File: src/rtl/clock_ctrl_pkg.sv
// clock_ctrl_pkg: shared state encoding, edit-field codes and counter widths for the clock controller
package clock_ctrl_pkg;
  typedef enum logic [1:0] {
    ST_RUN      = 2'd0,
    ST_SET_HOUR = 2'd1,
    ST_SET_MIN  = 2'd2,
    ST_SET_SEC  = 2'd3
  } state_e;
  localparam logic [1:0] FIELD_NONE = 2'd0;
  localparam logic [1:0] FIELD_HOUR = 2'd1;
  localparam logic [1:0] FIELD_MIN  = 2'd2;
  localparam logic [1:0] FIELD_SEC  = 2'd3;
  localparam int MS_CNT_W = 10;
  localparam int TO_CNT_W = 8;
endpackage

File: src/rtl/key_repeat.sv
// key_repeat: rising-edge detect plus delay/period auto-repeat for one direction button
//   i_clk, i_rstn      clock, async active-low reset
//   i_en               repeat allowed (SET state with no state change this cycle)
//   i_tick_ms          1 ms time-base pulse
//   i_btn, i_other     this button and the opposite direction button
//   i_other_rise       opposite button rising this cycle
//   o_rise             raw rising edge of i_btn
//   o_pulse            one-cycle step request (combinational)
module key_repeat
  import clock_ctrl_pkg::*;
#(
  parameter int DELAY  = 500,
  parameter int PERIOD = 100
) (
  input  logic i_clk,
  input  logic i_rstn,
  input  logic i_en,
  input  logic i_tick_ms,
  input  logic i_btn,
  input  logic i_other,
  input  logic i_other_rise,
  output logic o_rise,
  output logic o_pulse
);
  logic r_prev, r_armed, r_act, r_rep;
  logic [MS_CNT_W-1:0] r_cnt;
  logic w_rise, w_solo, w_hit;
  // r_armed masks the first cycle after reset so a button already held is not an edge
  assign w_rise  = r_armed & i_btn & ~r_prev;
  assign w_solo  = i_btn & ~i_other;
  assign w_hit   = i_en & r_act & w_solo & i_tick_ms &
                   (r_cnt == MS_CNT_W'(r_rep ? PERIOD - 1 : DELAY - 1));
  // a simultaneous rise of both buttons still gives a single step in each direction
  assign o_pulse = (i_en & w_rise & (~i_other | i_other_rise)) | w_hit;
  assign o_rise  = w_rise;
  always_ff @(posedge i_clk or negedge i_rstn) begin
    if (!i_rstn) begin
      r_prev  <= 1'b0;
      r_armed <= 1'b0;
      r_act   <= 1'b0;
      r_rep   <= 1'b0;
      r_cnt   <= '0;
    end else begin
      r_prev  <= i_btn;
      r_armed <= 1'b1;
      if (!i_en || !w_solo) begin
        r_act <= 1'b0;
        r_rep <= 1'b0;
        r_cnt <= '0;
      end else if (w_rise) begin
        r_act <= 1'b1;
        r_rep <= 1'b0;
        r_cnt <= '0;
      end else if (w_hit) begin
        r_rep <= 1'b1;
        r_cnt <= '0;
      end else if (r_act && i_tick_ms) begin
        r_cnt <= r_cnt + 1'b1;
      end
    end
  end
endmodule

File: src/rtl/time_set_ctrl.sv
// time_set_ctrl: run/set FSM steering time-base and buttons onto hour/min/sec counter controls
//   i_clk, i_rstn                 clock, async active-low reset
//   i_tick_1hz, i_tick_ms         time-base pulses
//   i_btn_mode/up/down            debounced buttons
//   i_sec_carryup, i_min_carryup  counter carries
//   o_{sec,min,hour}_{up,down}    counter step controls
//   o_edit_field, o_editing       field being edited, edit mode flag
module time_set_ctrl
  import clock_ctrl_pkg::*;
#(
  parameter int REPEAT_DELAY_MS  = 500,
  parameter int REPEAT_PERIOD_MS = 100,
  parameter int TIMEOUT_S        = 10
) (
  input  logic       i_clk,
  input  logic       i_rstn,
  input  logic       i_tick_1hz,
  input  logic       i_tick_ms,
  input  logic       i_btn_mode,
  input  logic       i_btn_up,
  input  logic       i_btn_down,
  input  logic       i_sec_carryup,
  input  logic       i_min_carryup,
  output logic       o_sec_up,
  output logic       o_sec_down,
  output logic       o_min_up,
  output logic       o_min_down,
  output logic       o_hour_up,
  output logic       o_hour_down,
  output logic [1:0] o_edit_field,
  output logic       o_editing
);
  state_e r_state, w_next;
  logic r_mode_prev, r_armed;
  logic [TO_CNT_W-1:0] r_to;
  logic r_sec_up, r_sec_dn, r_min_up, r_min_dn, r_hour_up, r_hour_dn;
  logic w_mode_rise, w_en, w_run, w_act;
  logic w_up_rise, w_dn_rise, w_up_pulse, w_dn_pulse;
  assign w_mode_rise = r_armed & i_btn_mode & ~r_mode_prev;
  assign w_run       = (r_state == ST_RUN);
  // repeat logic runs only while the edit state is stable, so any transition clears it
  assign w_en        = ~w_run & (w_next == r_state);
  assign w_act       = w_up_rise | w_dn_rise | w_up_pulse | w_dn_pulse;
  key_repeat #(.DELAY(REPEAT_DELAY_MS), .PERIOD(REPEAT_PERIOD_MS)) u_up (
    .i_clk(i_clk), .i_rstn(i_rstn), .i_en(w_en), .i_tick_ms(i_tick_ms),
    .i_btn(i_btn_up), .i_other(i_btn_down), .i_other_rise(w_dn_rise),
    .o_rise(w_up_rise), .o_pulse(w_up_pulse)
  );
  key_repeat #(.DELAY(REPEAT_DELAY_MS), .PERIOD(REPEAT_PERIOD_MS)) u_dn (
    .i_clk(i_clk), .i_rstn(i_rstn), .i_en(w_en), .i_tick_ms(i_tick_ms),
    .i_btn(i_btn_down), .i_other(i_btn_up), .i_other_rise(w_up_rise),
    .o_rise(w_dn_rise), .o_pulse(w_dn_pulse)
  );
  // mode edge outranks the timeout; SET_SEC + 1 wraps to RUN
  always_comb begin
    w_next = r_state;
    if (w_mode_rise)
      w_next = state_e'(r_state + 2'd1);
    else if (!w_run && i_tick_1hz && r_to == TO_CNT_W'(TIMEOUT_S - 1))
      w_next = ST_RUN;
  end
  always_ff @(posedge i_clk or negedge i_rstn) begin
    if (!i_rstn) begin
      r_state      <= ST_RUN;
      r_mode_prev  <= 1'b0;
      r_armed      <= 1'b0;
      r_to         <= '0;
      r_sec_up     <= 1'b0;
      r_sec_dn     <= 1'b0;
      r_min_up     <= 1'b0;
      r_min_dn     <= 1'b0;
      r_hour_up    <= 1'b0;
      r_hour_dn    <= 1'b0;
      o_edit_field <= FIELD_NONE;
      o_editing    <= 1'b0;
    end else begin
      r_state      <= w_next;
      r_mode_prev  <= i_btn_mode;
      r_armed      <= 1'b1;
      r_to         <= (!w_en || w_act) ? '0 : r_to + TO_CNT_W'(i_tick_1hz);
      r_sec_up     <= (w_run & i_tick_1hz) | (r_state == ST_SET_SEC & w_up_pulse);
      r_sec_dn     <= r_state == ST_SET_SEC & w_dn_pulse;
      r_min_up     <= r_state == ST_SET_MIN & w_up_pulse;
      r_min_dn     <= r_state == ST_SET_MIN & w_dn_pulse;
      r_hour_up    <= r_state == ST_SET_HOUR & w_up_pulse;
      r_hour_dn    <= r_state == ST_SET_HOUR & w_dn_pulse;
      o_edit_field <= w_next;
      o_editing    <= w_next != ST_RUN;
    end
  end
  // carries ripple straight through in RUN so all three fields step in the same cycle
  assign o_sec_up    = r_sec_up;
  assign o_sec_down  = r_sec_dn;
  assign o_min_up    = r_min_up | (w_run & i_sec_carryup);
  assign o_min_down  = r_min_dn;
  assign o_hour_up   = r_hour_up | (w_run & i_min_carryup);
  assign o_hour_down = r_hour_dn;
endmodule

File: config.mk
export PLATFORM = sky130hd
export DESIGN_NAME = time_set_ctrl
export DESIGN_NICKNAME = d
export VERILOG_FILES = /design/src/rtl/clock_ctrl_pkg.sv /design/src/rtl/key_repeat.sv /design/src/rtl/time_set_ctrl.sv
export SDC_FILE = /design/constraint.sdc
export NUM_CORES = 1
export LEC_CHECK = 0
export BUFFER_PORTS_ARGS = -buffer_cell sky130_fd_sc_hd__buf_2
export CORE_UTILIZATION = 35
export CTS_CLUSTER_SIZE = 8
export DETAILED_ROUTE_END_ITERATION = 16
export PLACE_DENSITY_LB_ADDON = 0.05
export SLEW_MARGIN = 10
export SYNTH_ARGS = -nofsm -noshare
export SYNTH_HDL_FRONTEND = slang
export SYNTH_SLANG_ARGS = --single-unit
File: constraint.sdc
create_clock -name i_clk -period 2.8 [get_ports i_clk]
set_input_delay 0.56 -clock i_clk [delete_from_list [all_inputs] [get_ports i_clk]]
set_output_delay 0.56 -clock i_clk [all_outputs]
set_load 0.01 [all_outputs]
==> run metrics <==
part of the power in registers 0.500; crit end category flop; Final period util 0.932; Clock Power Share 0.350; prevailing post-synth register cell dfrtp_1; data required time of the worst path 3020 ps; I/O pin count 18; crit path max fanout 6; Psw 0.380 mW; setup TNS 0 ps; initial antenna violation count 0; Skew-Pair Late Insertion Delay 300 ps; Gate power share 0.150; Power Dens Cells 546 nW/um^2; final antenna-violating net count 0; Setup Crit Path Kind reg2reg; antenna cell count 0; row count 28; GRT Total Usage 0.157; Post-CTS Setup Bufs 0; quantity of gates resized following cts 0; Worst Tran Pin Value 695 ps; initial drt markers 74; ratio of cells with drive above 1 in the final layout 0.166; dpl ws 173 ps; Setup Skew 11.0 ps; Yosys reg bits 45; Net Sw Frac 0.271; Area contributors post-synth dfrtp_1 50%, nor2_1 4.8%, xor2_1 4.6%; HPWL after detailed placement 3330 um; RSZ-0062 raised after global routing no; Vias/cell 5.23; Longest Clk Path Bufs 2; DR vias 1,716; Max IR drop VDD 0.309 mV; Die Y 82.4 um; Final Net Count 269; cell count after synthesis 226; Syn Std Cell Area 2260 sq um; Overflow after GRT 0; EDFF count, synth 0; Core ar. 6060 sq um; largest net degree at the start of global routing 46; Num CTS Buffers 5; Clock transition at path regs 90 ps; WL final 4720 um; drt drc 0; max-slew violation count 0; drt pass-1 iters 4; cts hold-fix bufs 0; sequential share of the synthesized area 0.498; area share of the largest cell type after synthesis 0.498; Mapped Nets 243; Arr. time, crit path 2830 ps; I/O Buffers 17; setup ws final 190 ps; reg2reg start r_state[1]$_DFF_PN0_; first-pass GRT wire length 7850 um; Clock Sink Count 45; Die X 82.4 um; number of global-route vias before repair 1,628; worst hold slack 330 ps; die area 6790 sq um; Initial Util 0.373; P_leak 1.14 nW; Async S/R FF share, synth 1.00; Final Setup Violations 0; reg2reg end u_up.r_cnt[9]$_DFFE_PN0P_; flop-to-flop setup slack 190 ps; slew margin rel. 0.533; CTS tree done; Root Driver clkbuf_8; Syn Area/Cell 10.0 sq um; outcome finished clean; HP Class in2async; WL per Instance 14.4 um; post-layout util 0.425; Tot Pwr 1.40 mW; H-tree Lvls 2; Reg2Reg Depth 7; fmax 0.383 GHz; Synth cell types 45; Area growth syn-to-layout 13.8%; Ys Warns 0; crit path launch r_state[1]$_DFF_PN0_; routability cong. 0.798; Final Hold Vio Count 0; Internal 1.02 mW; Tmin final 2610 ps; most numerous cell in the Yosys netlist dfrtp_1; post-synth top area cell dfrtp_1; commonest cells in the netlist 45 x dfrtp_1, 29 x nor2_1, 19 x nand2_1, 13 x a21oi_1, 13 x nand3_1; maxcap violations 0; crit start category flop
per-stage QoR:
| stage | std cells | area (sq um) |
|---|---|---|
| finish | 328 | 2570 |
| global route | 328 | 2570 |
| CTS | 328 | 2570 |
| detailed placement | 320 | 2460 |
| global placement | 320 | 2460 |
| floorplan | 226 | 2260 |
worst max path at each step:
stage,end,slack (ps),cells past startpoint
2_1_floorplan,u_up.r_cnt[9]$_DFFE_PN0P_,320,7
6_report,u_up.r_cnt[9]$_DFFE_PN0P_,190,7
4_1_cts,u_up.r_cnt[9]$_DFFE_PN0P_,140,7
5_1_grt,u_up.r_cnt[9]$_DFFE_PN0P_,30,7
3_3_place_gp,u_up.r_cnt[9]$_DFFE_PN0P_,250,7
3_5_place_dp,u_up.r_cnt[9]$_DFFE_PN0P_,170,7
kinds of logic after synthesis:
group,count (synthesis),synth area share
DFF,45,0.498
and+or+nand+nor,108,0.254
adders and majority gates,8,0.0442
other,1,0.00166
xor gates and xnor gates,15,0.0581
AOI/OAI and AO/OA,39,0.124
buffers and inverters,9,0.0149
muxes,1,0.00498
cell type report:
class / count / area, sq um
fill: 614 / 3490
sequential: 45 / 1130
multi-input combinational: 172 / 1110
timing repair buffer: 19 / 100
tap: 75 / 93.8
clock buffer: 6 / 72.6
clock inverter: 2 / 38.8
inverter: 9 / 33.8
power groups by stage:
stage / registers (mW) / logic, mW / clock network, mW
6_report: 0.702 / 0.211 / 0.491
3_3_place_gp: 0.713 / 0.210 / 0
2_1_floorplan: 0.717 / 0.124 / 0
3_5_place_dp: 0.714 / 0.211 / 0
4_1_cts: 0.701 / 0.213 / 0.519
5_1_grt: 0.708 / 0.242 / 0.550
cell usage in the layout, fill, tap and decap left out, drive strengths merged, types with 2 or more instances in the layout:
cell / n
nor2: 29
o21ai: 8
xor2: 12
or2: 2
or3: 4
o31ai: 3
nand2b: 3
inv: 9
nand3: 13
nor3: 5
a21oi: 13
nand2: 19
and2: 3
a21o: 2
a21boi: 2
nand4b: 3
or4b: 4
ha: 8
clkbuf: 6
buf: 19
o41ai: 2
dfrtp: 45
xnor2: 3
nand4: 8
and3: 11
critical path: stages, from the launching register on:
cell and delay (ps):
dfrtp_1 430, inv_1 100, ha_1 260, or4b_4 580
o41ai_4 410, o41ai_2 190, or4_1 410, a21oi_1 150
metal layers:
layer	up-vias	track usage	part of all wire
met5	-	0	0
met3	2	0.0495	0.030
met4	0	0.0491	0.0057
met2	32	0.238	0.45
met1	825	0.213	0.52
li1	857	-	-
flip-flops by register name, summed over array words and instances, names as in the netlist:
name	cells
o_hour_down	1
o_min_down	1
u_up.r_cnt	10
r_mode_prev	1
u_up.r_rep	1
r_state	2
u_dn.r_prev	1
u_up.r_prev	1
o_editing	1
u_dn.r_cnt	10
r_min_up	1
u_up.r_act	1
o_sec_down	1
r_to	8
o_sec_up	1
u_dn.r_armed	1
u_dn.r_rep	1
u_dn.r_act	1
r_hour_up	1
(Power assumes the default switching activity.)
